<file path="config.mk">
export PLATFORM = sky130hd
export DESIGN_NAME = cdb_arbiter_flat
export DESIGN_NICKNAME = d
export VERILOG_FILES = /design/src/rtl/cdb_arbiter_if.sv /design/src/rtl/cdb_arbiter.sv /design/src/flat_wrapper.sv
export SDC_FILE = /design/constraint.sdc
export NUM_CORES = 1
export LEC_CHECK = 0
export BUFFER_PORTS_ARGS = -buffer_cell sky130_fd_sc_hd__buf_2
export CORE_MARGIN = 10
export CORE_UTILIZATION = 45
export DETAILED_ROUTE_END_ITERATION = 16
export PLACE_DENSITY = 0.72
export SYNTH_ARGS = -nofsm -noshare
export SYNTH_HDL_FRONTEND = slang
export SYNTH_SLANG_ARGS = --single-unit
export TNS_END_PERCENT = 30
</file>
<file path="constraint.sdc">
create_clock -name clock -period 5 [get_ports clock]
set_input_delay 1 -clock clock [delete_from_list [all_inputs] [get_ports clock]]
set_output_delay 1 -clock clock [all_outputs]
set_load 0.005 [all_outputs]
</file>
<file path="src/rtl/cdb_arbiter_if.sv">
// Bundles the FU result ports and the CDB broadcast of cdb_arbiter.
// master = FU/listener side, slave = arbiter.
interface cdb_arbiter_if #(
   parameter int NUM_FU = 4,
   parameter int TAG_W  = 5,
   parameter int XLEN   = 32
);
   logic                    squash;
   logic [NUM_FU-1:0]       fu_valid;
   logic [NUM_FU*TAG_W-1:0] fu_rob_tag;
   logic [NUM_FU*XLEN-1:0]  fu_value;
   logic [NUM_FU-1:0]       fu_ready;
   logic                    cdb_valid;
   logic [TAG_W-1:0]        cdb_rob_tag;
   logic [XLEN-1:0]         cdb_value;
   logic [31:0]             conflict_cnt;
   logic                    err_zero_tag;

   modport master (
      output squash, fu_valid, fu_rob_tag, fu_value,
      input  fu_ready, cdb_valid, cdb_rob_tag, cdb_value, conflict_cnt, err_zero_tag
   );

   modport slave (
      input  squash, fu_valid, fu_rob_tag, fu_value,
      output fu_ready, cdb_valid, cdb_rob_tag, cdb_value, conflict_cnt, err_zero_tag
   );
endinterface

</file>
<file path="src/rtl/cdb_arbiter.sv">
// Common Data Bus arbiter: one holding buffer per FU, round-robin grant of one
// buffer per cycle, winner broadcast on a registered CDB packet.
module cdb_arbiter #(
   parameter int NUM_FU = 4,
   parameter int TAG_W  = 5,
   parameter int XLEN   = 32
) (
   input logic          clock,
   input logic          reset,
   cdb_arbiter_if.slave bus
);
   localparam int PTR_W = (NUM_FU > 1) ? $clog2(NUM_FU) : 1;

   logic [NUM_FU-1:0] hold_valid;
   logic [TAG_W-1:0]  hold_tag   [NUM_FU];
   logic [XLEN-1:0]   hold_value [NUM_FU];
   logic [PTR_W-1:0]  rr_ptr;

   logic [NUM_FU-1:0] grant;
   logic              grant_any;
   logic [PTR_W-1:0]  grant_idx;
   logic [PTR_W-1:0]  rr_next;
   logic [NUM_FU-1:0] ready;
   logic [NUM_FU-1:0] accept;
   logic              multi_held;

   logic              cdb_valid_q;
   logic [TAG_W-1:0]  cdb_tag_q;
   logic [XLEN-1:0]   cdb_value_q;
   logic [31:0]       conflict_q;
   logic              err_zero_q;

   // Round-robin search starting at rr_ptr; first held buffer wins.
   always_comb begin
      int idx;
      grant     = '0;
      grant_any = 1'b0;
      grant_idx = '0;
      idx       = 0;
      for (int k = 0; k < NUM_FU; k++) begin
         idx = int'(rr_ptr) + k;
         if (idx >= NUM_FU) idx = idx - NUM_FU;
         if (!grant_any && hold_valid[PTR_W'(idx)]) begin
            grant_any = 1'b1;
            grant_idx = PTR_W'(idx);
         end
      end
      if (grant_any) grant[grant_idx] = 1'b1;
      rr_next = (grant_idx == PTR_W'(NUM_FU - 1)) ? '0 : grant_idx + 1'b1;
   end

   // A buffer being drained this cycle can be refilled in the same cycle.
   always_comb begin
      int held_cnt;
      ready    = {NUM_FU{!bus.squash}} & (~hold_valid | grant);
      accept   = bus.fu_valid & ready;
      held_cnt = 0;
      for (int i = 0; i < NUM_FU; i++) begin
         if (hold_valid[i]) held_cnt = held_cnt + 1;
      end
      multi_held = (held_cnt >= 2);
   end

   // Squash drops everything held but leaves rr_ptr and the statistics alone;
   // tag-0 results are swallowed and only flagged.
   always_ff @(posedge clock) begin
      if (reset) begin
         hold_valid  <= '0;
         rr_ptr      <= '0;
         cdb_valid_q <= 1'b0;
         cdb_tag_q   <= '0;
         cdb_value_q <= '0;
         conflict_q  <= '0;
         err_zero_q  <= 1'b0;
      end else begin
         if (multi_held && conflict_q != '1) conflict_q <= conflict_q + 32'd1;
         if (bus.squash) begin
            hold_valid  <= '0;
            cdb_valid_q <= 1'b0;
            cdb_tag_q   <= '0;
            cdb_value_q <= '0;
         end else begin
            if (grant_any) begin
               rr_ptr      <= rr_next;
               cdb_valid_q <= 1'b1;
               cdb_tag_q   <= hold_tag[grant_idx];
               cdb_value_q <= hold_value[grant_idx];
            end else begin
               cdb_valid_q <= 1'b0;
               cdb_tag_q   <= '0;
               cdb_value_q <= '0;
            end
            for (int i = 0; i < NUM_FU; i++) begin
               if (accept[i]) begin
                  if (bus.fu_rob_tag[i*TAG_W +: TAG_W] != '0) begin
                     hold_valid[i] <= 1'b1;
                     hold_tag[i]   <= bus.fu_rob_tag[i*TAG_W +: TAG_W];
                     hold_value[i] <= bus.fu_value[i*XLEN +: XLEN];
                  end else begin
                     hold_valid[i] <= 1'b0;
                     err_zero_q    <= 1'b1;
                  end
               end else if (grant[i]) begin
                  hold_valid[i] <= 1'b0;
               end
            end
         end
      end
   end

   assign bus.fu_ready     = ready;
   assign bus.cdb_valid    = cdb_valid_q;
   assign bus.cdb_rob_tag  = cdb_tag_q;
   assign bus.cdb_value    = cdb_value_q;
   assign bus.conflict_cnt = conflict_q;
   assign bus.err_zero_tag = err_zero_q;
endmodule

</file>
<file path="src/flat_wrapper.sv">
// flat-port wrapper written by rule: the top's interface ports become plain ports
module cdb_arbiter_flat 
#(
   parameter int NUM_FU = 4,
   parameter int TAG_W  = 5,
   parameter int XLEN   = 32
)
  (clock, reset, bus_squash, bus_fu_valid, bus_fu_rob_tag, bus_fu_value, bus_fu_ready, bus_cdb_valid, bus_cdb_rob_tag, bus_cdb_value, bus_conflict_cnt, bus_err_zero_tag);
  cdb_arbiter_if #(.NUM_FU(NUM_FU), .TAG_W(TAG_W), .XLEN(XLEN)) bus_i ();
  input logic clock;
  input logic reset;
  input wire logic [$bits(bus_i.squash)-1:0] bus_squash;
  input wire logic [$bits(bus_i.fu_valid)-1:0] bus_fu_valid;
  input wire logic [$bits(bus_i.fu_rob_tag)-1:0] bus_fu_rob_tag;
  input wire logic [$bits(bus_i.fu_value)-1:0] bus_fu_value;
  output wire logic [$bits(bus_i.fu_ready)-1:0] bus_fu_ready;
  output wire logic [$bits(bus_i.cdb_valid)-1:0] bus_cdb_valid;
  output wire logic [$bits(bus_i.cdb_rob_tag)-1:0] bus_cdb_rob_tag;
  output wire logic [$bits(bus_i.cdb_value)-1:0] bus_cdb_value;
  output wire logic [$bits(bus_i.conflict_cnt)-1:0] bus_conflict_cnt;
  output wire logic [$bits(bus_i.err_zero_tag)-1:0] bus_err_zero_tag;
  assign bus_i.squash = bus_squash;
  assign bus_i.fu_valid = bus_fu_valid;
  assign bus_i.fu_rob_tag = bus_fu_rob_tag;
  assign bus_i.fu_value = bus_fu_value;
  assign bus_fu_ready = bus_i.fu_ready;
  assign bus_cdb_valid = bus_i.cdb_valid;
  assign bus_cdb_rob_tag = bus_i.cdb_rob_tag;
  assign bus_cdb_value = bus_i.cdb_value;
  assign bus_conflict_cnt = bus_i.conflict_cnt;
  assign bus_err_zero_tag = bus_i.err_zero_tag;
  cdb_arbiter #(.NUM_FU(NUM_FU), .TAG_W(TAG_W), .XLEN(XLEN)) u_core (.clock(clock), .reset(reset), .bus(bus_i));
endmodule
</file>
==> impl_metrics.json, run 1 <==
{
  "finalClockSkew_ps": 22.5,
  "power.total_w": 0.00410,
  "ys_ff_latch": 225,
  "grt_usage_pct": 17.3,
  "cts_made_buffers": 25,
  "grt_pass1_wl_mm": 34.9,
  "ir_drop_v": 0.000248,
  "io_pins": 230,
  "seq_power_share_pct": 50.2,
  "fin_crit_sh_pct": 74.2,
  "syn-mean-instance-area_sq_um": 15.4,
  "critPathKind": "reg -> out",
  "critPathLaunchType": "flip-flop",
  "p_int_w": 0.00323,
  "worst_pin_slew_ps": 1190,
  "synth_cells": 569,
  "ctsHoldBuffers": 0,
  "path_clk_slew_ps": 50,
  "die_h_um": 160,
  "portBuffers": 229,
  "firstDrtPassIters": 4,
  "cts_tree": "built",
  "hp-class": "reg -> reg",
  "drc_errors": 0,
  "drt-total-wl_mm": 23.1,
  "antenna_found_initial": 5,
  "setup_viol_count_final": 0,
  "synth_fp_nets": 732,
  "drt_iter0_markers": 313,
  "clockBufferDepth": 3,
  "synth-main-ff-cell": "edfxtp_1",
  "switchingPower_w": 0.000874,
  "syn_area_sq_um": 8760,
  "maxCapViolations": 0,
  "p_comb_share_pct": 6.6,
  "rsz0062_at_grt": "false",
  "p_leak_nw": 4.17,
  "grt_overflow": 0,
  "ant_nets": 0,
  "hold_viol_final": 0,
  "ys_types": 49,
  "ctsResizeCount": 0,
  "final-max-slew-violation-count": 0,
  "sw_frac_of_total_pct": 21.3,
  "async_flop_share_pct": 0,
  "holdPathStages": 2,
  "synth_edf_count": 148,
  "dp_hpwl_mm": 16.1,
  "num_rows": 50,
  "grt_start_max_net_pins": 50,
  "synth_top_area_share_pct": 50.7,
  "fin_crit_ps": 3710,
  "fmax_ghz": 0.270,
  "drive_above_1_share_pct": 39.1,
  "synth_warnings": 0,
  "whs_ps": 499,
  "synthTopCellsByArea": "edfxtp_1, dfxtp_1, mux4_2",
  "final_util_pct": 57.8,
  "die_w_um": 160,
  "status": "finished clean",
  "placedCellCount": 1038,
  "die-area_sq_um": 25500,
  "cp_max_fo": 14,
  "crit_required_ps": 4000,
  "area_delta_synth_final_pct": 25.1,
  "clock-root-buffer": "clkbuf_16",
  "arrival_ps": 2710,
  "coreArea_sq_um": 19000,
  "postCtsSetupBuffers": 0,
  "cts_max_level": 1,
  "routed_via_density": 5.40,
  "vias": 5864,
  "instances_no_fill": 1086,
  "p_per_area_nw_per_um2": 374,
  "gp_congestion": 0.821,
  "grt_pass1_vias": 5893,
  "yosysSeqAreaShare_pct": 68.3,
  "reg2reg_depth": 9,
  "fillers": 1521,
  "power_frac_clock_pct": 43.2,
  "tns_ps": 0,
  "floorplan.initialDensity_pct": 46.2,
  "max-slew-margin-rel_pct": 20.1,
  "post-synth-top-area-cell": "edfxtp_1",
  "cts_sinks": 225,
  "finalNetCount": 968,
  "end_kind": "output port",
  "worstSkewPairLatency_ps": 530,
  "wl_per_cell_um": 21.2
}
worst paths after layout:
path                            slack, ps                        start                     endpoint
worst max-delay path                 1290             u_core.rr_ptr[1]              bus_fu_ready[0]
worst min-delay path                  500  u_core.bus.conflict_cnt[22]  u_core.bus.conflict_cnt[22]
worst max register to register       1850         u_core.hold_valid[0]   u_core.bus.conflict_cnt[7]
worst min register to register        500  u_core.bus.conflict_cnt[22]  u_core.bus.conflict_cnt[22]
stage by stage:
step,setup WS [ps],cell area (sq um)
2_1_floorplan,10.8,8760
3_3_place_gp,1850,10200
3_5_place_dp,1800,10200
4_1_cts,1230,11000
5_1_grt,1010,11000
6_report,1290,11000
power groups by stage:
stage / sequential (W) / combinational, W / clock, W
5_1_grt: 0.00206 / 0.000298 / 0.00190
3_5_place_dp: 0.00210 / 0.000275 / 0
4_1_cts: 0.00206 / 0.000278 / 0.00182
3_3_place_gp: 0.00210 / 0.000271 / 0
2_1_floorplan: 0.00210 / 0.000154 / 0
6_report: 0.00206 / 0.000272 / 0.00177
logic make-up (layout without fill, tap and decap cells):
family,after synthesis,count (layout),share of synthesized area [%]
xor+xnor,1,1,0.100
flops,225,225,68.3
other cells,0,2,0
fa+ha+maj,8,8,1.14
buf+inv,39,294,2.33
mux,47,47,10.8
simple gates,180,180,12.3
compound gates,69,69,5.07
synth_stat cells (2+ instances only):
library cell	number
and3_1	2
nand3_1	16
buf_6	4
nand4_1	10
clkbuf_1	11
ha_1	8
dfxtp_1	77
mux4_2	37
mux2i_1	2
or4_1	17
or3_1	9
o21ai_1	2
edfxtp_1	148
nor2_1	27
buf_2	7
o31ai_1	15
o21ai_0	9
nand2b_1	5
nor4_1	8
a21oi_1	32
inv_1	11
a31oi_1	3
mux2_1	8
nor3_1	3
nor3b_1	4
buf_4	5
and2_1	39
nor2b_1	11
nand2_1	16
and4_1	4
metal layers:
| layer | vias to the layer above | track usage [%] | share of wire [%] |
|---|---|---|---|
| met5 | - | 0 | 0.18 |
| met4 | 6 | 3.66 | 1.3 |
| met3 | 32 | 5.14 | 8.5 |
| met2 | 255 | 28.0 | 48 |
| met1 | 2890 | 22.5 | 42 |
| li1 | 2681 | - | - |
layout make-up:
type	count	area, sq um	share of cell area, %
antenna	2	5.00	0.0457
inverter	12	45.0	0.411
timing repair buffer	236	1200	10.9
sequential	225	5990	54.6
tap	260	325	2.97
multi-input combinational	305	2600	23.7
clock buffer	33	676	6.16
clock inverter	13	125	1.14
critical path, cell delays in order (launching register included):
cell	delay, ps
dfxtp_1	430
mux2i_1	210
o22ai_1	150
nor2_4	530
inv_1	150
ha_1	230
nand2b_1	150
nor2b_1	190
buf_2	150
flip-flops by register name, indices dropped and copies added (netlist names):
register and flops:
u_core.bus.cdb_rob_tag 5, u_core.bus.cdb_valid 1, u_core.bus.cdb_value 32, u_core.bus.conflict_cnt 32
u_core.bus.err_zero_tag 1, u_core.hold_tag 20, u_core.hold_valid 4, u_core.hold_value 128
u_core.rr_ptr 2
placed cells by master, fill, tap and decap left out, types with 16 or more instances in the layout:
master and instances:
dfxtp_1 77, nand3_1 16, and2_1 39, mux4_2 37, buf_2 229, nand2_1 16
clkbuf_16 25, nor2_1 26, a21oi_1 32, edfxtp_1 148, or4_1 17
Note: power is estimated with default switching activity, not from simulation.
==> inputs of run 2 (changes only) <==
Clock period 5 ns to 3.2 ns, I/O delays scaled along.
==> run 2 against run 1 <==
Hold slack worse by 190 ps. Clock skew fell by 16 ps. Clock power grew 66%. Sequential share of layout area decreased by 0.94 points. Cell count increased by 1.0%. Sequential power up 56%. First-iteration DRC count grew 2.2%. Die area unchanged. Critical endpoint is now bus_fu_ready[3]. Largest cell class unchanged.
==> impl_metrics.json, run 2 (same netlist as run 1, synthesis figures left out) <==
{
  "worstSkewPairLatency_ps": 500,
  "final_common_cell": "buf_2",
  "clock-root-buffer": "clkbuf_16",
  "wl_per_cell_um": 21.2,
  "finalNetCount": 977,
  "num_rows": 50,
  "cts_made_buffers": 24,
  "final-max-slew-violation-count": 0,
  "setup_viol_count_final": 0,
  "die_h_um": 160,
  "p_leak_nw": 4.27,
  "cpPeakStageDelay_ps": 460,
  "grt_overflow": 0,
  "grt_start_max_net_pins": 38,
  "status": "finished clean",
  "grt_pass1_wl_mm": 35.6,
  "cts_tree": "built",
  "crit_required_ps": 2560,
  "postCtsSetupBuffers": 0,
  "reg2reg_from": "u_core.hold_valid[0]",
  "hp-class": "in -> reg",
  "dp_hpwl_mm": 16.4,
  "sw_frac_of_total_pct": 20.2,
  "die_w_um": 160,
  "final_cell_mix": "buf_2, edfxtp_1, dfxtp_1",
  "switchingPower_w": 0.00133,
  "ant_nets": 0,
  "coreArea_sq_um": 19000,
  "max-slew-margin-rel_pct": 26.9,
  "rsz0062_at_grt": "false",
  "p_comb_share_pct": 6.8,
  "maxCapViolations": 0,
  "regArea_sq_um": 5990,
  "grt_pass1_vias": 6134,
  "crit_chain": "nand2b_1 -> a21oi_1 -> or3_1 -> inv_2 -> ha_1 -> inv_1 -> a21oi_1 -> buf_2",
  "arrival_ps": 2310,
  "io_pins": 230,
  "reg2reg_depth": 10,
  "seq_power_share_pct": 48.8,
  "holdCritStartpoint": "bus_fu_value[55]",
  "endpoint": "bus_fu_ready[3]",
  "multi_input_area_sq_um": 2630,
  "critPathKind": "reg -> out",
  "p_per_area_nw_per_um2": 591,
  "routed_via_density": 5.40,
  "largest-register": "u_core.hold_value",
  "drive_above_1_share_pct": 40.5,
  "instances_no_fill": 1097,
  "largest_reg_flops": 128,
  "die-area_sq_um": 25500,
  "power_frac_clock_pct": 44.4,
  "ir_drop_v": 0.000335,
  "r2r_end": "u_core.bus.conflict_cnt[16]",
  "ctsHoldBuffers": 0,
  "cp_common_cell": "a21oi_1",
  "ctsResizeCount": 0,
  "fin_crit_sh_pct": 92.3,
  "end_kind": "output port",
  "r2r_slack_ps": 400,
  "vias": 5928,
  "firstDrtPassIters": 4,
  "gp_congestion": 0.917,
  "hold_viol_final": 0,
  "placedCellCount": 1048,
  "cp_max_fo": 8,
  "area_delta_synth_final_pct": 27.3,
  "cts_sinks": 225,
  "worst_pin_slew_ps": 1080,
  "cp-startpoint": "u_core.hold_valid[3]",
  "critPathLaunchType": "flip-flop",
  "drt_iter0_markers": 320,
  "finalClockSkew_ps": 6.42,
  "grt_usage_pct": 17.5,
  "fillers": 1516,
  "clockBufferDepth": 3,
  "floorplan.initialDensity_pct": 46.2,
  "drt-total-wl_mm": 23.3,
  "p_int_w": 0.00526,
  "portBuffers": 229,
  "drc_errors": 0,
  "fmax_ghz": 0.339,
  "power.total_w": 0.00659,
  "path_clk_slew_ps": 60,
  "fin_crit_ps": 2950,
  "critPathSlowestCell": "dfxtp_1",
  "cts_max_level": 1,
  "antenna_found_initial": 6
}
==> run 2: cell count changes in the layout (fill, tap and decap cells not counted), sizes merged <==
cell and delta:
inv -1, clkinvlp -1, bufinv +3, diode +3, clkinv -1, buf +10
clkbuf -2
==> run 2: worst max-delay path: cells and delay by family, from the launching register on <==
kind / cells / cell delay, ps
buffers and inverters: 3 / 370
adder cells (fa/ha/maj): 1 / 140
flip-flops: 1 / 460
AND/OR/NAND/NOR: 2 / 550
AO/OA/AOI/OAI: 2 / 300
==> run 2: power groups by stage <==
stage | Combinational, W | Clock (W) | Sequential (W)
after floorplan | 0.000244 | 0 | 0.00327
after global placement | 0.000445 | 0 | 0.00327
after detailed placement | 0.000450 | 0 | 0.00328
after CTS | 0.000455 | 0.00298 | 0.00322
after global routing | 0.000488 | 0.00311 | 0.00322
final | 0.000445 | 0.00293 | 0.00322
==> run 2: how the worst min path moves through the flow <==
stage,depth (start not counted),end
detailed placement,2,u_core.bus.conflict_cnt[22]
global route,1,u_core.hold_value[1][26]
CTS,1,u_core.hold_value[3][26]
finish,1,u_core.hold_value[1][23]
global placement,2,u_core.bus.conflict_cnt[22]
floorplan,2,u_core.bus.conflict_cnt[31]
==> run 2: cell type report <==
type                            count  area share (%)
Clock buffer                       31            5.90
Timing Repair Buffer              246            11.8
Clock inverter                     13            1.68
Sequential cell                   225            53.7
Antenna cell                        5           0.112
Tap cell                          260            2.92
Inverter                           12           0.404
Multi-Input combinational cell    305            23.6
==> run 2: per-layer routing <==
metal / vias up / global-route usage (%) / wire length [um]
met2: 258 / 28.7 / 11200
met4: 4 / 4.51 / 435
met5: - / 0 / 27
li1: 2702 / - / -
met1: 2928 / 22.4 / 9640
met3: 36 / 4.88 / 1960
==> run 2: per-stage QoR <==
| step | cell area, sq um | setup slack, ps | utilization, % | hold WS [ps] | setup TNS [ps] |
|---|---|---|---|---|---|
| finish | 11200 | 248 | 58.9 | 313 | 0 |
| detailed placement | 10300 | 423 | 54.3 | 481 | 0 |
| global placement | 10300 | 485 | 54.3 | 477 | 0 |
| floorplan | 8800 | -379 | - | 477 | -27490 |
| CTS | 11100 | 135 | 58.8 | 294 | 0 |
| global route | 11200 | 62.4 | 58.8 | 294 | 0 |
